$ cat src/rtl/argmax_fp32.sv
// argmax_fp32: streaming arg-max over VOCAB_SIZE fp32 logits per scan.
// Keeps one running best (score + index) and does a single registered
// comparison per accepted beat. The result is held in DONE until the next start.
// Optional build macro ARGMAX_NAN_SKIP_EN: when it is defined, NaN beats are
// counted but never compete. A scan made up only of NaNs then reports the
// canonical quiet NaN at index 0.

module argmax_fp32 #(
    parameter int VOCAB_SIZE = 1024,
    parameter int IDX_W      = $clog2(VOCAB_SIZE)
) (
    input  logic             clk,
    input  logic             rst_n,
    input  logic             start,
    input  logic             in_valid,
    input  logic [31:0]      in_data,
    output logic             in_ready,
    output logic             out_valid,
    output logic [IDX_W-1:0] out_index,
    output logic [31:0]      out_score,
    output logic             busy
);

    localparam logic [1:0] IDLE = 2'd0;
    localparam logic [1:0] SCAN = 2'd1;
    localparam logic [1:0] DONE = 2'd2;

    localparam logic [IDX_W-1:0] LAST_IDX = IDX_W'(VOCAB_SIZE - 1);

    // Maps an fp32 pattern onto an unsigned key whose integer order matches
    // the numeric order. -0 is folded onto +0 so that the two compare equal.
    function automatic logic [31:0] order_key(input logic [31:0] bits);
        logic [31:0] b;
        b = (bits == 32'h8000_0000) ? 32'h0000_0000 : bits;
        return b[31] ? ~b : {1'b1, b[30:0]};
    endfunction

    logic [1:0]       state;
    logic [1:0]       state_next;
    logic [IDX_W-1:0] count;
    logic [IDX_W-1:0] best_idx;
    logic [31:0]      best_score;
    logic             have_best;

    logic accept;
    logic last_beat;
    logic candidate;
    logic beat_wins;
    logic load_beat;

    // A start pulse during SCAN throws away the beat offered in that same cycle.
    assign accept    = (state == SCAN) && in_valid && !start;
    assign last_beat = (count == LAST_IDX);

`ifdef ARGMAX_NAN_SKIP_EN
    assign candidate = !((in_data[30:23] == 8'hFF) && (in_data[22:0] != 23'd0));
`else
    assign candidate = 1'b1;
`endif

    assign beat_wins = order_key(in_data) > order_key(best_score);
    assign load_beat = accept && candidate && (!have_best || beat_wins);

    // The next state: start always (re)enters SCAN; the final accepted beat ends the scan.
    always_comb begin
        state_next = state;
        case (state)
            IDLE: if (start) state_next = SCAN;
            SCAN: begin
                if (start) begin
                    state_next = SCAN;
                end else if (accept && last_beat) begin
                    state_next = DONE;
                end
            end
            DONE: if (start) state_next = SCAN;
            default: state_next = IDLE;
        endcase
    end

    // The state register.
    always_ff @(posedge clk or negedge rst_n) begin
        if (!rst_n) begin
            state <= IDLE;
        end else begin
            state <= state_next;
        end
    end

    // The beat counter and the have_best flag. Both clear on every start.
    always_ff @(posedge clk or negedge rst_n) begin
        if (!rst_n) begin
            count     <= '0;
            have_best <= 1'b0;
        end else if (start) begin
            count     <= '0;
            have_best <= 1'b0;
        end else if (accept) begin
            count <= last_beat ? '0 : count + IDX_W'(1);
            if (load_beat) begin
                have_best <= 1'b1;
            end
        end
    end

    // The running best. The first candidate loads unconditionally; later candidates replace it only when strictly greater.
    always_ff @(posedge clk or negedge rst_n) begin
        if (!rst_n) begin
            best_score <= 32'h0000_0000;
            best_idx   <= '0;
        end else if (load_beat) begin
            best_score <= in_data;
            best_idx   <= count;
        end
`ifdef ARGMAX_NAN_SKIP_EN
        else if (accept && last_beat && !have_best) begin
            best_score <= 32'h7FC0_0000;
            best_idx   <= '0;
        end
`endif
    end

    assign in_ready  = (state == SCAN);
    assign busy      = (state == SCAN);
    assign out_valid = (state == DONE);
    assign out_index = best_idx;
    assign out_score = best_score;

endmodule
$ cat config.mk
export PLATFORM = sky130hd
export DESIGN_NAME = argmax_fp32
export DESIGN_NICKNAME = d
export VERILOG_FILES = /design/src/rtl/argmax_fp32.sv
export SDC_FILE = /design/constraint.sdc
export NUM_CORES = 1
export LEC_CHECK = 0
export ABC_AREA = 1
export CORE_ASPECT_RATIO = 0.8
export CORE_MARGIN = 2
export CORE_UTILIZATION = 46
export DETAILED_ROUTE_END_ITERATION = 10
export PLACE_DENSITY = 0.82
export SLEW_MARGIN = 0
export SYNTH_ARGS = -nofsm -noshare
export SYNTH_HDL_FRONTEND = slang
export SYNTH_SLANG_ARGS = --single-unit
$ cat constraint.sdc
create_clock -name clk -period 9.1 [get_ports clk]
set_input_delay 1.365 -clock clk [delete_from_list [all_inputs] [get_ports clk]]
set_output_delay 1.365 -clock clk [all_outputs]
set_load 0.005 [all_outputs]
==> results of run 1 <==
-- metrics by stage --
step	total power [mW]	hold slack [ns]	setup WS, ns
after floorplan	0.6650	0.4181	5.159
after global placement	0.8354	0.4271	3.427
after detailed placement	0.8640	0.4594	3.264
after CTS	1.025	0.4702	3.618
after global routing	1.112	0.4923	3.083
final	1.021	0.4619	3.595
-- worst paths after layout --
kind / cells past startpoint / to / slack, ns / start
max: 24 / out_score[9]$_DFFE_PN0P_ / 3.59 / in_data[31]
min: 1 / state[0]$_DFFE_PN0P_ / 0.46 / state[1]$_DFFE_PN0P_
max reg2reg: 21 / out_score[9]$_DFFE_PN0P_ / 4.53 / out_score[19]$_DFFE_PN0P_
min reg2reg: 1 / state[0]$_DFFE_PN0P_ / 0.46 / state[1]$_DFFE_PN0P_
max in group asynchronous: 2 / out_score[29]$_DFFE_PN0P_ / 7.47 / rst_n
min in group asynchronous: 2 / out_score[19]$_DFFE_PN0P_ / 1.14 / rst_n
-- state kept, by name (all words and copies together) (netlist names) --
name and count:
out_score 32, have_best 1, count 10, state 2, out_index 10
-- worst max-delay path: stages --
cell and delay (ns):
clkdlybuf4s50_1 0.91, inv_2 0.08, nor2_1 0.12, nand2_1 0.06
nor2_1 0.08, nand2_1 0.07, nor2_1 0.12, nor2_2 0.04
buf_4 0.26, xor2_1 0.20, ha_1 0.32, nand2_1 0.05
inv_1 0.07, nand3_1 0.09, nor2_1 0.14, o21ai_0 0.10
nand2_1 0.07, nand4_1 0.09, nand3_1 0.08, nand2_1 0.06
nand2_2 0.60, nand2_4 0.47, nand2_1 0.18, nand2_1 0.07
-- placed cells by master (no fill, tap or decap), types with 4 or more instances in the layout --
cell               n
nand2_1          153
clkdlybuf4s50_1   79
nor2_1            78
dfrtp_1           55
nand3_1           54
xor2_1            44
a21oi_1           36
ha_1              32
inv_1             27
o21ai_0           10
clkbuf_8           5
nand4_1            4
-- where the power goes --
| group | total [mW] | switching (mW) | internal [mW] |
|---|---|---|---|
| clock network | 0.156 | 0.0976 | 0.0589 |
| logic | 0.507 | 0.264 | 0.243 |
| registers | 0.358 | 0.0652 | 0.292 |
| total | 1.02 | 0.427 | 0.595 |
-- final cells by class --
cell class                      count  area (sq um)
Clock buffer                        5         68.82
Clock inverter                      3         31.28
Fill cell                         767          3525
Inverter                           28         105.1
Multi-Input combinational cell    434          2344
Sequential cell                    55          1376
Tap cell                          112         140.1
Timing Repair Buffer               83         818.3
-- metal layers --
layer / wire length, um / part of all wire, % / track usage, % / up-vias
met2: 4625 / 45 / 36.59 / 151
met4: 158 / 1.5 / 6.876 / 0
met5: 0 / 0 / 0 / -
met3: 790 / 7.7 / 4.586 / 25
li1: - / - / - / 1892
met1: 4665 / 46 / 31.02 / 1803
-- logic make-up (layout without fill, tap and decap cells) --
group / after synthesis / after routing / share of synthesized area [%]
simple gates: 299 / 299 / 31.03
buf+inv: 50 / 119 / 5.933
xor+xnor: 44 / 44 / 9.772
fa+ha+maj: 32 / 32 / 10.15
flops: 55 / 55 / 34.90
compound gates: 59 / 59 / 8.217
==> impl_metrics.env, run 1 <==
export IMPL_status="complete, no violations"
export IMPL_wl_mm=10.24
export IMPL_yosysTopAreaCell="dfrtp_1"
export IMPL_via_per_inst=5.376
export IMPL_max_freq_mhz=181.6
export IMPL_cts_root_buffer="clkbuf_8"
export IMPL_cts_resized=0
export IMPL_mappedNetlistArea_sq_um=3944
export IMPL_critical_path_class="in -> reg"
export IMPL_startpoint_type="input port"
export IMPL_synthFlopType="dfrtp_1"
export IMPL_num_antenna_cells=0
export IMPL_drv_cap=0
export IMPL_avgSynthCellArea_sq_um=7.317
export IMPL_place_area_sq_um=4783
export IMPL_dpl_cell_count=712
export IMPL_postRouteAntennaNets=0
export IMPL_final_max_slew_viol_count=0
export IMPL_rsz0062_at_grt="no"
export IMPL_synth_area_leaders="dfrtp_1 35%, nand2_1 15%, ha_1 10%, xor2_1 9.8%, nor2_1 7.6%"
export IMPL_p_per_area_nw_per_um2=209.1
export IMPL_dr_pass1_iters=5
export IMPL_grt_first_pass_wirelength_mm=17.17
export IMPL_grt_overflow_total=0
export IMPL_fin_area_sq_um=4883
export IMPL_io_pins=81
export IMPL_clk_pin_slew_ns=0.11
export IMPL_cts_sink_count=55
export IMPL_grt_pass1_vias=3743
export IMPL_groute_usage_overall_pct=22.72
export IMPL_synth_nets=607
export IMPL_crit_required_ns=9.32
export IMPL_async_flop_share_pct=100.0
export IMPL_core_area_sq_um=8408
export IMPL_netlist_area_leader_share_pct=34.90
export IMPL_cts_hold_buffers=0
export IMPL_cts_htree_levels=2
export IMPL_worst_pin_slew_ns=1.151
export IMPL_synth_edf_count=0
export IMPL_synth_most_common_cell="nand2_1"
export IMPL_ys_types=29
export IMPL_synth_commonest_cells="153 x nand2_1, 80 x nor2_1, 55 x dfrtp_1, 54 x nand3_1, 44 x xor2_1"
export IMPL_die_h_um=86.82
export IMPL_tns_ns=0
export IMPL_clk_latency_ns=0.33
export IMPL_nNetsFinal=675
export IMPL_peakVddDrop_uv=83.38
export IMPL_antenna_found_initial=0
export IMPL_setup_violations=0
export IMPL_cts_inserted_buffers=5
export IMPL_yosys_warnings=0
export IMPL_num_vias=3871
export IMPL_rows=30
export IMPL_drcViolationCount=0
export IMPL_min_period_over_period_pct=60.50
export IMPL_drive_gt1_share_pct=2.961
export IMPL_finalWeightedCongestion=0.8553
export IMPL_start_util_pct=46.90
export IMPL_finClkSkew_ns=0.01224
export IMPL_cts_buffer_depth=2
export IMPL_portBuffers=80
export IMPL_end_kind="flip-flop"
export IMPL_syn_to_final_growth_pct=23.83
export IMPL_ys_seq_area_share_pct=34.90
export IMPL_die_area_sq_um=9334
export IMPL_drtIter0Drc=321
export IMPL_fin_crit_ns=5.505
export IMPL_die_x_um=107.5
export IMPL_critPathMaxFanout=43
export IMPL_dp_hpwl_mm=7.443
export IMPL_wire_per_inst_um=14.22
export IMPL_leakage_nw=2.344
export IMPL_cts_setup_buffers=0
export IMPL_instances_no_fill=720
export IMPL_slew_headroom_pct=23.11
export IMPL_hold_violations=0
export IMPL_cts_tree="yes"
export IMPL_min_path_type="reg -> reg"
export IMPL_synth_cells=539
export IMPL_synth_seq_cells=55
export IMPL_worstPathArrival_ns=5.72
export IMPL_final_util_pct=58.08
export IMPL_grt_max_degree=56
Note: power is estimated with default switching activity, not from simulation.
==> run 2: changes to the inputs <==
- clock period: 9.1 -> 5.55 ns (I/O delays scaled with it)
==> impl_metrics.env, run 2 (synthesis results as in run 1) <==
export IMPL_via_per_inst=5.344
export IMPL_drv_cap=0
export IMPL_final_common_cell="nand2_1"
export IMPL_num_vias=3864
export IMPL_cts_hold_buffers=0
export IMPL_cts_tree="yes"
export IMPL_die_h_um=86.82
export IMPL_cts_htree_levels=2
export IMPL_max_freq_mhz=225.3
export IMPL_slew_headroom_pct=54.17
export IMPL_cts_setup_buffers=0
export IMPL_grt_max_degree=56
export IMPL_drtIter0Drc=291
export IMPL_crit_chain="clkdlybuf4s50_1 -> inv_2 -> nor2_1 -> nand2_1 -> nor2_1 -> nand2_1 -> nor2_1 -> nor2_2 -> buf_4 -> xor2_1 -> ha_1 -> nand2_1 -> inv_1 -> nand3_1 -> nor2_1 -> o21ai_0 -> nand2_1 -> nand4_1 -> nand3_1 -> nand2_1 -> nand2_2 -> nand2_4 -> nand2_1 -> nand2_1"
export IMPL_core_area_sq_um=8408
export IMPL_use_met1_pct=31.30
export IMPL_worstPathArrival_ns=4.65
export IMPL_worst_pin_slew_ns=0.6858
export IMPL_path_buf_inv=4
export IMPL_status="complete, no violations"
export IMPL_cts_inserted_buffers=5
export IMPL_power_frac_seq_pct=35.2
export IMPL_grt_overflow_total=0
export IMPL_io_pins=81
export IMPL_die_x_um=107.5
export IMPL_critical_path_class="in -> reg"
export IMPL_clk_pin_slew_ns=0.11
export IMPL_antenna_found_initial=0
export IMPL_grt_met2_usage_pct=38.65
export IMPL_final_max_slew_viol_count=0
export IMPL_dr_pass1_iters=5
export IMPL_drive_gt1_share_pct=3.437
export IMPL_gr_usage_met3_pct=3.985
export IMPL_cts_resized=0
export IMPL_peakVddDrop_uv=178.0
export IMPL_grt_first_pass_wirelength_mm=17.42
export IMPL_rows=30
export IMPL_start_util_pct=46.90
export IMPL_p_sw_share_pct=41.18
export IMPL_internal_power_mw=0.9761
export IMPL_path_common_cell="nand2_1"
export IMPL_finalWeightedCongestion=0.9126
export IMPL_drcViolationCount=0
export IMPL_end_kind="flip-flop"
export IMPL_crit_family="simple AND/OR/NAND/NOR gates"
export IMPL_largest_register_ffs=32
export IMPL_grt_most_used_layer="met2"
export IMPL_max_stage_delay_ns=0.61
export IMPL_p_per_area_nw_per_um2=338.1
export IMPL_crit_required_ns=5.76
export IMPL_rsz0062_at_grt="no"
export IMPL_groute_usage_overall_pct=23.08
export IMPL_cp_slowest_cell="clkdlybuf4s50_1"
export IMPL_die_area_sq_um=9334
export IMPL_cts_buffer_depth=2
export IMPL_layout_common_cells="153 x nand2_1, 79 x clkdlybuf4s50_1, 78 x nor2_1"
export IMPL_min_path_type="reg -> reg"
export IMPL_finClkSkew_ns=0.01059
export IMPL_comb_power_share_pct=50.2
export IMPL_cts_root_buffer="clkbuf_8"
export IMPL_postRouteAntennaNets=0
export IMPL_portBuffers=80
export IMPL_num_antenna_cells=0
export IMPL_fin_crit_ns=4.438
export IMPL_min_period_over_period_pct=79.97
export IMPL_tns_ns=0
export IMPL_wl_mm=10.23
export IMPL_hold_violations=0
export IMPL_grt_pass1_vias=3778
export IMPL_power_frac_clock_pct=14.6
export IMPL_startpoint_type="input port"
export IMPL_critPathMaxFanout=42
export IMPL_clk_latency_ns=0.32
export IMPL_setup_violations=0
export IMPL_wire_per_inst_um=14.14
export IMPL_nNetsFinal=678
export IMPL_cts_sink_count=55
export IMPL_dp_hpwl_mm=7.623
export IMPL_leakage_nw=2.357
export IMPL_syn_to_final_growth_pct=24.46
export IMPL_finalHoldWorstSlack_ns=0.4539
export IMPL_netSwitchingPower_mw=0.6835
==> run 2: changes by cell type in the layout (fill, tap and decap cells not counted), sizes merged <==
cell	change
buf	+3
inv	-1
clkinv	+1
==> run 2: worst register-to-register path: stages (launching register included) <==
cell,delay (ns)
dfrtp_1,0.45
nor2_1,0.12
nand2_1,0.09
nor2_1,0.13
nand2_1,0.09
inv_1,0.07
nand2_1,0.07
nand2_1,0.51
buf_4,0.42
xor2_1,0.13
ha_1,0.31
nand2_1,0.05
inv_1,0.06
nand3_1,0.08
nor2_1,0.15
o21ai_0,0.12
nand2_1,0.07
nand4_1,0.09
nand3_1,0.08
nand2_1,0.06
nand2_2,0.32
nand2_4,0.37
nand2_1,0.17
nand2_1,0.07
==> run 2: metrics by stage <==
| step | cell area, sq um | power, mW | instances | utilization (%) | worst slack [ns] |
|---|---|---|---|---|---|
| 2_1_floorplan | 3944 | 1.090 | 539 | - | 2.142 |
| 3_3_place_gp | 4806 | 1.377 | 715 | 57.16 | 0.9497 |
| 3_5_place_dp | 4806 | 1.417 | 715 | 57.16 | 0.8001 |
| 4_1_cts | 4908 | 1.665 | 723 | 58.38 | 1.123 |
| 5_1_grt | 4908 | 1.816 | 723 | 58.38 | 0.7236 |
| 6_report | 4908 | 1.660 | 723 | 58.38 | 1.112 |
==> run 2: layout make-up <==
cell class / instances / area, sq um
inverter: 28 / 105.1
clock inverter: 3 / 33.78
fill: 758 / 3500
sequential: 55 / 1376
tap: 112 / 140.1
clock buffer: 5 / 68.82
timing repair buffer: 86 / 840.8
multi-input combinational: 434 / 2344
==> run 2: metal layers <==
metal / part of all wire [%] / up-vias
met5: 0 / -
met4: 1.6 / 0
met3: 6.7 / 23
met2: 46 / 143
met1: 46 / 1799
li1: - / 1899
==> run 2: final timing paths <==
check,from,to,slack [ns],cells past startpoint
worst min-delay path,state[1]$_DFFE_PN0P_,state[0]$_DFFE_PN0P_,0.45,1
worst max register to register,out_score[27]$_DFFE_PN0P_,out_score[17]$_DFFE_PN0P_,1.36,23
worst max-delay path,in_data[31],out_score[17]$_DFFE_PN0P_,1.11,24
max in group asynchronous,rst_n,out_score[4]$_DFFE_PN0P_,4.46,2
min in group asynchronous,rst_n,out_score[14]$_DFFE_PN0P_,0.63,2
worst min register to register,state[1]$_DFFE_PN0P_,state[0]$_DFFE_PN0P_,0.45,1
==> run 2: power by group through the flow <==
stage	Sequential (mW)	Combinational [mW]	Clock, mW
detailed placement	0.590	0.827	0
global placement	0.589	0.789	0
global route	0.599	0.952	0.265
finish	0.584	0.833	0.242
CTS	0.583	0.834	0.248
floorplan	0.574	0.517	0
==> run 3: changes to the inputs <==
- PLACE_DENSITY: 0.82 -> 0.85
- clock period: 5.55 -> 3.8 ns (I/O delays scaled with it)
==> impl_metrics.env, run 3 (synthesis results as in run 1) <==
export IMPL_power_frac_clock_pct=14.8
export IMPL_drv_cap=0
export IMPL_dpl_cell_count=732
export IMPL_core_area_sq_um=8408
export IMPL_via_per_inst=5.428
export IMPL_wl_mm=10.68
export IMPL_syn_to_final_growth_pct=28.97
export IMPL_wire_per_inst_um=14.43
export IMPL_cts_hold_buffers=0
export IMPL_worst_pin_slew_ns=0.5526
export IMPL_cp_slowest_cell="clkdlybuf4s50_1"
export IMPL_final_max_slew_viol_count=0
export IMPL_path_common_cell="nand2_1"
export IMPL_io_pins=81
export IMPL_cts_root_buffer="clkbuf_8"
export IMPL_finClkSkew_ns=0.006870
export IMPL_portBuffers=80
export IMPL_startpoint_type="input port"
export IMPL_min_path_type="in -> async"
export IMPL_layout_common_cells="153 x nand2_1, 79 x clkdlybuf4s50_1, 77 x nor2_1"
export IMPL_cts_tree="yes"
export IMPL_peakVddDrop_uv=260.1
export IMPL_postRouteAntennaNets=0
export IMPL_reg2reg_slack_ns=0.48
export IMPL_num_antenna_cells=0
export IMPL_cts_htree_levels=2
export IMPL_cts_setup_buffers=0
export IMPL_drive_gt1_share_pct=6.210
export IMPL_finalWeightedCongestion=0.9019
export IMPL_netSwitchingPower_mw=1.033
export IMPL_p_sw_share_pct=41.38
export IMPL_grt_overflow_total=0
export IMPL_dp_hpwl_mm=8.125
export IMPL_largest_register_ffs=32
export IMPL_worstPathArrival_ns=3.73
export IMPL_instances_no_fill=740
export IMPL_critPathMaxFanout=17
export IMPL_comb_power_share_pct=51.0
export IMPL_nNetsFinal=695
export IMPL_end_kind="flip-flop"
export IMPL_crit_chain="clkdlybuf4s50_1 -> nor2_1 -> nand2_1 -> nor2_1 -> nand2_1 -> nor2_1 -> nor2_2 -> buf_4 -> xor2_1 -> ha_1 -> nand2_1 -> inv_1 -> nand3_1 -> nor2_2 -> o21ai_0 -> nand2_1 -> nand4_1 -> nand3_1 -> nand2_1 -> nand2_2 -> nand2_4 -> buf_12 -> nand2_1 -> nand2_1"
export IMPL_tns_ns=0
export IMPL_cts_inserted_buffers=5
export IMPL_crit_required_ns=4.02
export IMPL_die_h_um=86.82
export IMPL_leakage_nw=2.460
export IMPL_critical_path_class="in -> reg"
export IMPL_p_per_area_nw_per_um2=490.9
export IMPL_cts_buffer_depth=2
export IMPL_crit_family="simple AND/OR/NAND/NOR gates"
export IMPL_fin_crit_ns=3.510
export IMPL_rr_worst_depth=24
export IMPL_slew_headroom_pct=63.16
export IMPL_internal_power_mw=1.464
export IMPL_path_buf_inv=4
export IMPL_r2r_end="out_score[18]$_DFFE_PN0P_"
export IMPL_num_vias=4017
export IMPL_groute_usage_overall_pct=23.61
export IMPL_start_util_pct=46.90
export IMPL_drcViolationCount=0
export IMPL_min_period_over_period_pct=92.37
export IMPL_clk_latency_ns=0.32
export IMPL_antenna_found_initial=0
export IMPL_crit_start="in_data[27]"
export IMPL_grt_first_pass_wirelength_mm=17.88
export IMPL_clk_pin_slew_ns=0.12
export IMPL_cts_sink_count=55
export IMPL_rsz0062_at_grt="no"
export IMPL_die_x_um=107.5
export IMPL_setup_violations=0
export IMPL_grt_pass1_vias=3874
export IMPL_reg2reg_from="out_score[30]$_DFFE_PN0P_"
export IMPL_max_stage_delay_ns=0.49
export IMPL_status="complete, no violations"
export IMPL_timing_critical_path_to="out_score[18]$_DFFE_PN0P_"
export IMPL_max_freq_mhz=284.9
export IMPL_rows=30
export IMPL_final_common_cell="nand2_1"
export IMPL_grt_max_degree=35
export IMPL_crit_cells=24
export IMPL_power_frac_seq_pct=34.2
export IMPL_dr_pass1_iters=5
export IMPL_drtIter0Drc=255
export IMPL_die_area_sq_um=9334
export IMPL_hold_violations=0
## run 3: cell type report
class,count,area [sq um]
timing repair buffer,103,1018
sequential,55,1376
clock inverter,3,31.28
multi-input combinational,434,2346
fill,735,3322
clock buffer,5,68.82
inverter,28,105.1
tap,112,140.1
## run 3: timing repair
item,in CTS,in global routing
gates resized for setup,0,1
setup endpoints to repair,0,12
endpoints found under the hold margin,0,0
## run 3: worst min path at each step
| stage | startpoint | endpoint | slack [ns] |
|---|---|---|---|
| 2_1_floorplan | rst_n | count[0]$_DFFE_PN0P_ | 0.27 |
| 3_3_place_gp | state[1]$_DFFE_PN0P_ | state[0]$_DFFE_PN0P_ | 0.43 |
| 3_5_place_dp | state[1]$_DFFE_PN0P_ | state[0]$_DFFE_PN0P_ | 0.44 |
| 4_1_cts | rst_n | out_score[13]$_DFFE_PN0P_ | 0.23 |
| 5_1_grt | rst_n | out_score[13]$_DFFE_PN0P_ | 0.25 |
| 6_report | rst_n | out_score[13]$_DFFE_PN0P_ | 0.22 |
## run 3: layer usage
| metal | vias up | share of wire, % | track usage [%] |
|---|---|---|---|
| li1 | 1931 | - | - |
| met1 | 1885 | 43 | 31.18 |
| met2 | 184 | 47 | 40.25 |
| met3 | 17 | 8.8 | 3.985 |
| met4 | 0 | 1.5 | 6.410 |
| met5 | - | 0 | 0 |
## run 3: power groups by stage
stage | combinational (mW) | sequential, mW | clock [mW]
floorplan | 0.754 | 0.838 | 0
global placement | 1.20 | 0.858 | 0
detailed placement | 1.26 | 0.860 | 0
CTS | 1.27 | 0.850 | 0.372
global route | 1.43 | 0.871 | 0.403
finish | 1.27 | 0.855 | 0.369
## run 3: stage by stage
step | hold slack, ns | setup slack, ns | cell area [sq um] | power (mW) | util, %
finish | 0.2161 | 0.2898 | 5086 | 2.497 | 60.49
global route | 0.2465 | 0.008861 | 5086 | 2.708 | 60.49
CTS | 0.2317 | 0.2954 | 5084 | 2.490 | 60.46
detailed placement | 0.4381 | 0.02693 | 4984 | 2.118 | 59.27
global placement | 0.4292 | 0.1478 | 4984 | 2.054 | 59.27
floorplan | 0.2744 | 0.6542 | 3944 | 1.593 | -
